### config.mk
export PLATFORM = sky130hd
export DESIGN_NAME = twiddle_sequencer
export DESIGN_NICKNAME = d
export VERILOG_FILES = /design/src/rtl/fft_pkg.sv /design/src/rtl/twiddle_addr_gen.sv /design/src/rtl/twiddle_sequencer.sv
export SDC_FILE = /design/constraint.sdc
export NUM_CORES = 1
export LEC_CHECK = 0
export CAP_MARGIN = 20
export CELL_PAD_IN_SITES_DETAIL_PLACEMENT = 1
export CELL_PAD_IN_SITES_GLOBAL_PLACEMENT = 1
export CORE_UTILIZATION = 19
export CTS_CLUSTER_DIAMETER = 120
export CTS_CLUSTER_SIZE = 10
export DETAILED_ROUTE_END_ITERATION = 10
export GPL_TIMING_DRIVEN = 1
export PLACE_DENSITY_LB_ADDON = 0.1
export SLEW_MARGIN = 20
export SYNTH_ARGS = -nofsm -noshare
export SYNTH_HDL_FRONTEND = slang
export SYNTH_SLANG_ARGS = --single-unit
### constraint.sdc
create_clock -name clock -period 3 [get_ports clock]
set_input_delay 0.75 -clock clock [delete_from_list [all_inputs] [get_ports clock]]
set_output_delay 0.75 -clock clock [all_outputs]
set_load 0.005 [all_outputs]
### src/rtl/fft_pkg.sv
// Shared FFT definitions: sequencer state encoding, stage-index width and
// the twiddle-address rule used by both the twiddle and data address paths.
package fft_pkg;

  typedef enum logic [1:0] {
    IDLE  = 2'd0,
    RUN   = 2'd1,
    DRAIN = 2'd2
  } state_t;

  // Bits needed to hold a stage index 0..log2n-1 (at least one bit).
  function automatic int stage_w(input int log2n);
    return (log2n < 2) ? 1 : $clog2(log2n);
  endfunction

  // Twiddle ROM address for butterfly b of stage s:
  // keep the low s bits of b and left-align them into a log2n-bit address.
  // The caller truncates the result to log2n bits.
  function automatic logic [31:0] addr(input logic [31:0] s,
                                       input logic [31:0] b,
                                       input int          log2n);
    logic [31:0] mask;
    mask = (32'd1 << s) - 32'd1;
    return (b & mask) << (log2n - 1 - int'(s));
  endfunction

endpackage

### src/rtl/twiddle_addr_gen.sv
// Stage/butterfly counters for the radix-2 DIT twiddle walk, plus the
// combinational ROM address derived from them.
module twiddle_addr_gen
  import fft_pkg::*;
#(
  parameter int LOG2N = 5
) (
  input  logic                       clock,
  input  logic                       reset,
  input  logic                       clear,
  input  logic                       advance,
  output logic [stage_w(LOG2N)-1:0]  stage,
  output logic [LOG2N-1:0]           rom_addr,
  output logic                       last
);

  localparam int SW = stage_w(LOG2N);
  localparam int BW = LOG2N - 1;

  logic [BW-1:0] bfly;

  // Final butterfly of the final stage: the counters stop here.
  assign last = (stage == SW'(LOG2N - 1)) && (bfly == '1);

  // Address follows the counters with no register in between.
  assign rom_addr = LOG2N'(addr(32'(stage), 32'(bfly), LOG2N));

  // Butterfly index is inner-most; wrapping it steps the stage.
  always_ff @(posedge clock) begin
    if (reset || clear) begin
      stage <= '0;
      bfly  <= '0;
    end else if (advance && !last) begin
      bfly <= bfly + BW'(1);
      if (bfly == '1) begin
        stage <= stage + SW'(1);
      end
    end
  end

endmodule

### src/rtl/twiddle_sequencer.sv
// Twiddle ROM sequencer: walks every stage/butterfly of an N-point radix-2
// DIT FFT, reads the twiddle ROM and streams the words out on valid/ready.
// The ROM's own output register doubles as the stream data register, so a
// stall simply withholds rom_en and the word stays put.
module twiddle_sequencer
  import fft_pkg::*;
#(
  parameter int LOG2N      = 5,
  parameter int DATA_WIDTH = 64
) (
  input  logic                       clock,
  input  logic                       reset,
  input  logic                       start,
  output logic                       busy,
  output logic                       done,
  output logic                       rom_en,
  output logic [LOG2N-1:0]           rom_addr,
  input  logic [DATA_WIDTH-1:0]      rom_dout,
  output logic                       tw_valid,
  input  logic                       tw_ready,
  output logic [DATA_WIDTH-1:0]      tw_data,
  output logic [stage_w(LOG2N)-1:0]  tw_stage,
  output logic                       tw_last
);

  localparam int SW = stage_w(LOG2N);

  state_t        state;
  state_t        state_nxt;
  logic          issue;
  logic          clear;
  logic          hs;
  logic          done_nxt;
  logic          last;
  logic [SW-1:0] stage;

  twiddle_addr_gen #(
    .LOG2N (LOG2N)
  ) u_addr_gen (
    .clock    (clock),
    .reset    (reset),
    .clear    (clear),
    .advance  (issue),
    .stage    (stage),
    .rom_addr (rom_addr),
    .last     (last)
  );

  assign busy    = (state != IDLE);
  assign rom_en  = issue;
  assign tw_data = rom_dout;

  // State register.
  always_ff @(posedge clock) begin
    if (reset) begin
      state <= IDLE;
    end else begin
      state <= state_nxt;
    end
  end

  // Next state, ROM issue and completion detect.
  always_comb begin
    state_nxt = state;
    issue     = 1'b0;
    clear     = 1'b0;
    done_nxt  = 1'b0;
    hs        = tw_valid && tw_ready;
    case (state)
      IDLE: begin
        if (start) begin
          state_nxt = RUN;
          clear     = 1'b1;
        end
      end
      RUN: begin
        // Read only when the output slot is empty or being emptied.
        issue = !tw_valid || tw_ready;
        if (issue && last) begin
          state_nxt = DRAIN;
        end
      end
      DRAIN: begin
        if (hs && tw_last) begin
          state_nxt = IDLE;
          done_nxt  = 1'b1;
        end
      end
      default: state_nxt = IDLE;
    endcase
  end

  // Stream sideband registers, loaded alongside the ROM read so they line
  // up with the word that appears one cycle later.
  always_ff @(posedge clock) begin
    if (reset) begin
      tw_valid <= 1'b0;
      tw_stage <= '0;
      tw_last  <= 1'b0;
      done     <= 1'b0;
    end else begin
      tw_valid <= issue || (tw_valid && !tw_ready);
      done     <= done_nxt;
      if (issue) begin
        tw_stage <= stage;
        tw_last  <= last;
      end
    end
  end

endmodule
# Word-level counts from Yosys, hierarchy flattened
# Cells that the tools add are included.
# Widths: inputs -> output; s select.
[classes]
add_sub_neg = 4
eq_ne = 7
n_shift = 2
muxes = 8
bitwise_logic = 2
n_reduce_logical = 17
[op_table]
columns = ["cell", "n"]
rows = [
  ["$and 4x32->32", 1],
  ["$shl 1x3->32 const A", 1],
  ["$shl 32x32->5", 1],
  ["$sub 32x1->32 const B", 1],
  ["$logic_and 1x1->1", 6],
  ["$mux 2", 3],
  ["$ne 2x2->1 const B", 3],
  ["$pmux 2 s3", 1],
  ["$add 4x1->4 const B", 1],
  ["$eq 4x4->1 const B", 1],
  ["$mux 1", 4],
  ["$sub 3x3->4 const A", 1],
  ["$add 3x1->3 const B", 1],
  ["$eq 3x3->1 const B", 1],
  ["$logic_not 1->1", 3],
  ["$logic_or 1x1->1", 3],
  ["$reduce_and 3->1", 1],
  ["$eq 2x1->1 const B", 1],
  ["$eq 2x2->1 const B", 1],
  ["$logic_not 2->1", 1],
  ["$reduce_and 2->1", 1],
  ["$reduce_bool 2->1", 1],
  ["$reduce_or 2->1", 1],
  ["$not 1->1", 1],
]
[totals]
regBits = 15
output_inout_bits = 77
elab_cells = 47

# Depth between registers and ports, before layout
[logic_depth]
depth_word = 5
depth_mapped = 10
mapped_depth_nobuf = 9

# Cells and area by module
# From an unflattened synthesis, not the netlist that was laid out.
[unflattened]
cells_unflattened = 179
area_unflattened_um2 = 1486.4
[by_module_without_submodules]
columns = ["module", "n_inst", "cells_per_inst", "area_each_um2", "seq_area_each_um2"]
rows = [
  ["twiddle_sequencer", 1, 102, 818.3, 160.2],
  ["twiddle_addr_gen", 1, 77, 668.1, 140.1],
]

# Worst setup path before layout
# No wires, ideal clock.
[synth_timing]
path_kind = "reg-to-output"
from = "register u_addr_gen.stage[0]"
to = "output rom_addr[4]"
arrival_ns = 2.027
slack_ns = 0.223
path_stages_with_launch = 9
cell_sequence = "dfxtp_1 > buf_2 > inv_1 > ha_1 > ha_1 > o41ai_2 > o22ai_1 > or4_1 > a22oi_1"
[synth_via]
elab_chain_len = 4
word_cells_on_any_way = 5
cone_classes = "2 x add/sub; 2 x shift; 1 x bitwise"
[synth_rtl]
columns = ["item", "line", "text"]
rows = [
  ["start: declaration", "twiddle_addr_gen.sv:12", "output logic [stage_w(LOG2N)-1:0] stage,"],
  ["start signal: assignment", "twiddle_addr_gen.sv:36", "stage <= stage + SW'(1);"],
  ["$shl 1x3->32", "fft_pkg.sv:23", "mask = (32'd1 << s) - 32'd1;"],
  ["$sub 32x1->32", "fft_pkg.sv:23", ""],
  ["$and 4x32->32", "fft_pkg.sv:24", "return (b & mask) << (log2n - 1 - int'(s));"],
  ["$shl 32x32->5 *", "fft_pkg.sv:24", ""],
  ["end: declaration", "twiddle_sequencer.sv:17", "output logic [LOG2N-1:0] rom_addr,"],
]
# Every way passes the cells marked *; elsewhere a longest branch is shown, timed or not.

# Worst setup path after layout
[layout_timing]
from = "register u_addr_gen.stage[1]"
to = "output rom_addr[4]"
# The elaborated chain is that of the path after synthesis.

==> report_table.html <==
<table>
<tr><th>Metric</th><th>Value</th></tr>
<tr><th colspan="2">Outcome</th></tr>
<tr><td>Violated checks</td><td>setup timing</td></tr>
<tr><td>Status</td><td>finished with violations</td></tr>
<tr><th colspan="2">Route</th></tr>
<tr><td>Residual antenna-violating net count after detailed routing</td><td>0</td></tr>
<tr><td>Number of violations reported at the end of detailed-routing iteration 0</td><td>23</td></tr>
<tr><td>Total number of vias</td><td>1,083</td></tr>
<tr><td>Initial DRT Pass Iterations</td><td>4</td></tr>
<tr><td>Vias per Instance</td><td>4.25</td></tr>
<tr><td>Average wire length per cell after detail routing</td><td>13.8 um</td></tr>
<tr><td>Final routed DRC violation total</td><td>0</td></tr>
<tr><td>Detailed-route wire length</td><td>3530 um</td></tr>
<tr><th colspan="2">Logic synthesis</th></tr>
<tr><td>Post-synthesis mux area share</td><td>0.0272</td></tr>
<tr><td>Post-synthesis cell count</td><td>179</td></tr>
<tr><td>Synth top area share</td><td>0.326</td></tr>
<tr><td>Post-synthesis area per instance</td><td>8.23 um2</td></tr>
<tr><td>Parity-gate share of the synthesized area counting xor and xnor cells</td><td>0.0297</td></tr>
<tr><td>Most used standard cells in the synthesized netlist</td><td>buf_4, dfxtp_1, nor2_1</td></tr>
<tr><td>Fraction of the mapped netlist area in compound gates</td><td>0.115</td></tr>
<tr><td>EDFF count, synth</td><td>0</td></tr>
<tr><td>Synth Warn #</td><td>0</td></tr>
<tr><td>Number of distinct library cells after synthesis</td><td>40</td></tr>
<tr><td>Top_reg_cell synth</td><td>dfxtp_1</td></tr>
<tr><td>Net count after synthesis</td><td>256</td></tr>
<tr><td>Largest family of logic cells by synthesized area</td><td>buffers and inverters</td></tr>
<tr><td>Area share of and/or/nand/nor cells after synthesis</td><td>0.188</td></tr>
<tr><td>Number of synthesized register bits</td><td>15</td></tr>
<tr><td>Dominant cell by count in the synthesized netlist</td><td>buf_4</td></tr>
<tr><td>Post-Synth Adder-Cell Area</td><td>0.0764</td></tr>
<tr><td>Sequential fraction of the synthesis area</td><td>0.204</td></tr>
<tr><td>Post-synthesis instance area</td><td>1470 um2</td></tr>
<tr><td>Share of flip-flops with an asynchronous set or reset after synthesis</td><td>0</td></tr>
<tr><td>Cell accounting for the most synthesized area</td><td>buf_4</td></tr>
<tr><td>Synth top area cells</td><td>buf_4, dfxtp_1, ha_1</td></tr>
<tr><th colspan="2">Floorplanning</th></tr>
<tr><td>Ports placed on the boundary</td><td>145</td></tr>
<tr><td>Initial Util</td><td>0.200</td></tr>
<tr><td>Core outline area</td><td>7370 um2</td></tr>
<tr><td>Site Rows</td><td>31</td></tr>
<tr><td>Die Wd</td><td>90.1 um</td></tr>
<tr><td>Die height</td><td>90.1 um</td></tr>
<tr><td>Full die area</td><td>8110 um2</td></tr>
<tr><th colspan="2">Setup path</th></tr>
<tr><td>Required time at the worst-slack endpoint</td><td>2.25 ns</td></tr>
<tr><td>Internal reg-to-reg setup slack</td><td>1.15 ns</td></tr>
<tr><td>Critical path arrival</td><td>2.26 ns</td></tr>
<tr><td>Critical path launch point type</td><td>flip-flop</td></tr>
<tr><td>Critical path peak fanout</td><td>4</td></tr>
<tr><td>Startpoint-to-endpoint class of the critical path</td><td>flip-flop to output pin</td></tr>
<tr><td>Critical path endpoint category</td><td>output pin</td></tr>
<tr><th colspan="2">STA</th></tr>
<tr><td>Final-report max-slew violation count</td><td>0</td></tr>
<tr><td>Setup repair after global routing missed its margin</td><td>true</td></tr>
<tr><td>Actual slew at the worst max-slew pin</td><td>0.348 ns</td></tr>
<tr><td>Worst relative slew slack</td><td>0.767</td></tr>
<tr><td>Final setup vio count</td><td>1</td></tr>
<tr><td>Period minus WS final</td><td>3.01 ns</td></tr>
<tr><td>Setup slack after layout</td><td>-0.00900 ns</td></tr>
<tr><td>Share of the clock period used by the worst path</td><td>1.00</td></tr>
<tr><td>Number of hold-slack violations in the final timing report</td><td>0</td></tr>
<tr><td>Total negative slack</td><td>-0.00900 ns</td></tr>
<tr><td>Peak clock frequency supported by timing</td><td>0.332 GHz</td></tr>
<tr><td>Clock skew after layout</td><td>0.00567 ns</td></tr>
<tr><th colspan="2">Pwr</th></tr>
<tr><td>Power per cell area</td><td>257 nW/um2</td></tr>
<tr><td>Post-layout total power</td><td>409 uW</td></tr>
<tr><td>Peak supply drop</td><td>97.9 uV</td></tr>
<tr><td>Leakage power summed over all cells</td><td>0.605 nW</td></tr>
<tr><th colspan="2">CTS</th></tr>
<tr><td>H-Tree Depth</td><td>1</td></tr>
<tr><td>Register clock-pin slew on the reported worst setup and hold paths</td><td>0.06 ns</td></tr>
<tr><td>Maximum clock path buffer count</td><td>2</td></tr>
<tr><td>Num CTS Buffers</td><td>3</td></tr>
<tr><td>Number of hold-repair buffers added at the cts stage</td><td>0</td></tr>
<tr><td>CTS tree</td><td>built</td></tr>
<tr><td>Clock root cell</td><td>clkbuf_8</td></tr>
<tr><td>Number of sinks handled by clock tree synthesis</td><td>15</td></tr>
<tr><td>Later-pin clock latency in the skew report</td><td>0.25 ns</td></tr>
<tr><th colspan="2">Global route</th></tr>
<tr><td>Via count of the first global-routing pass</td><td>1,097</td></tr>
<tr><td>Pin count of the biggest net entering global routing</td><td>12</td></tr>
<tr><td>Initial antenna violation count</td><td>0</td></tr>
<tr><td>Total congestion overflow</td><td>0</td></tr>
<tr><td>Global Route Usage Sum</td><td>0.0857</td></tr>
<tr><td>First-pass GRT wire length</td><td>5540 um</td></tr>
<tr><th colspan="2">Min path</th></tr>
<tr><td>Worst min-delay path category</td><td>flip-flop to flip-flop</td></tr>
<tr><th colspan="2">Finish</th></tr>
<tr><td>Area growth from synthesis to final layout</td><td>7.98%</td></tr>
<tr><td>Number of antenna repair diodes</td><td>0</td></tr>
<tr><td>Layout cell share with drive strength beyond 1</td><td>0.314</td></tr>
<tr><td>Number of nets in the final layout</td><td>234</td></tr>
<tr><th colspan="2">Job</th></tr>
<tr><td>Max-cap violations</td><td>0</td></tr>
<tr><th colspan="2">Placement</th></tr>
<tr><td>Post-DP HPWL</td><td>2740 um</td></tr>
<tr><td>Final weighted congestion in routability-driven placement</td><td>0.679</td></tr>
<tr><td>Number of buffer cells added on primary ports</td><td>16</td></tr>
</table>
-- state kept, by name, indices dropped and copies added, names as in the netlist --
| name | cells |
|---|---|
| u_addr_gen.bfly | 4 |
| u_addr_gen.stage | 3 |
| tw_last | 1 |
| tw_valid | 1 |
| tw_stage | 3 |
| done | 1 |
| state | 2 |
-- area by class of cell --
cell class	instances	area, um2
Multi-Input combinational cell	89	736
Tap cell	99	124
Fill cell	882	5780
Clock buffer	4	45.0
Timing Repair Buffer	41	358
Inverter	7	26.3
Sequential cell	15	303
-- cell usage in the layout, fill, tap and decap left out, types with 2 or more instances in the layout --
| cell | Yosys | routed |
|---|---|---|
| a21oi_1 | 7 | 7 |
| dlymetal6s2s_1 | 0 | 2 |
| dfxtp_1 | 15 | 13 |
| dfxtp_2 | 0 | 2 |
| clkbuf_8 | 0 | 3 |
| nor2_1 | 10 | 10 |
| nand2_1 | 5 | 5 |
| nor2b_1 | 3 | 3 |
| a21o_1 | 2 | 2 |
| ha_4 | 0 | 5 |
| xor2_1 | 3 | 3 |
| ha_1 | 9 | 3 |
| nand2b_1 | 3 | 3 |
| nand3_1 | 6 | 6 |
| nor3_1 | 3 | 3 |
| nand4_1 | 3 | 3 |
| mux2i_1 | 4 | 4 |
| clkdlybuf4s50_1 | 0 | 12 |
| buf_4 | 64 | 23 |
| nor4_1 | 2 | 2 |
| o21ai_0 | 4 | 4 |
| inv_1 | 7 | 6 |
| and4_1 | 2 | 2 |
| xnor2_1 | 2 | 2 |
-- power breakdown --
part           leakage, nW  total, mW  internal (mW)  switching (mW)
Sequential           0.123      0.206          0.202         0.00329
Combinational        0.459     0.0368         0.0179          0.0189
Clock               0.0228      0.166         0.0940          0.0722
-- kinds of logic after synthesis --
kind of cell	count (synthesis)
AO/OA/AOI/OAI	25
buffers and inverters	75
XOR/XNOR	5
flip-flops	15
adder cells (fa/ha/maj)	9
AND/OR/NAND/NOR	46
multiplexers	4
-- path summary, 6_finish.rpt --
| kind | start | cells past startpoint | end |
|---|---|---|---|
| worst max register to register | u_addr_gen.stage[0] | 8 | u_addr_gen.bfly[3] |
| worst max-delay path | u_addr_gen.stage[1] | 8 | rom_addr[4] |
| worst min-delay path | tw_stage[1] | 2 | tw_stage[1] |
| worst min register to register | tw_stage[1] | 2 | tw_stage[1] |
-- metrics by stage --
step | util | cells | hold slack [ns] | setup slack (ns) | instance area [um2]
after global placement | 0.190 | 246 | 0.498 | -0.0575 | 1400
after CTS | 0.199 | 250 | 0.510 | -0.239 | 1470
after global routing | 0.216 | 255 | 0.538 | -0.112 | 1590
after detailed placement | 0.190 | 246 | 0.490 | -0.103 | 1400
after floorplan | - | 179 | 0.470 | 0.223 | 1470
final | 0.216 | 255 | 0.510 | -0.00900 | 1590
-- repair_timing --
action / CTS / global route
setup endpoints to repair: 4 / 5
resized for setup: 7 / 20
buffers inserted: 0 / 5
pin swaps: 0 / 7
-- worst max-delay path, stage by stage (launching register included) --
cell      delay [ns]
dfxtp_2         0.32
buf_6           0.12
ha_4            0.16
ha_4            0.16
o41ai_2         0.33
o22ai_1         0.15
or4_1           0.49
a22oi_2         0.16
clkbuf_2        0.13
-- metal layers --
metal,track usage,vias to the layer above,wire length (um)
li1,-,501,-
met4,0.0349,0,42
met3,0.0347,12,237
met1,0.107,519,1630
met2,0.130,51,1620
met5,0,-,0
(Power assumes the default switching activity.)
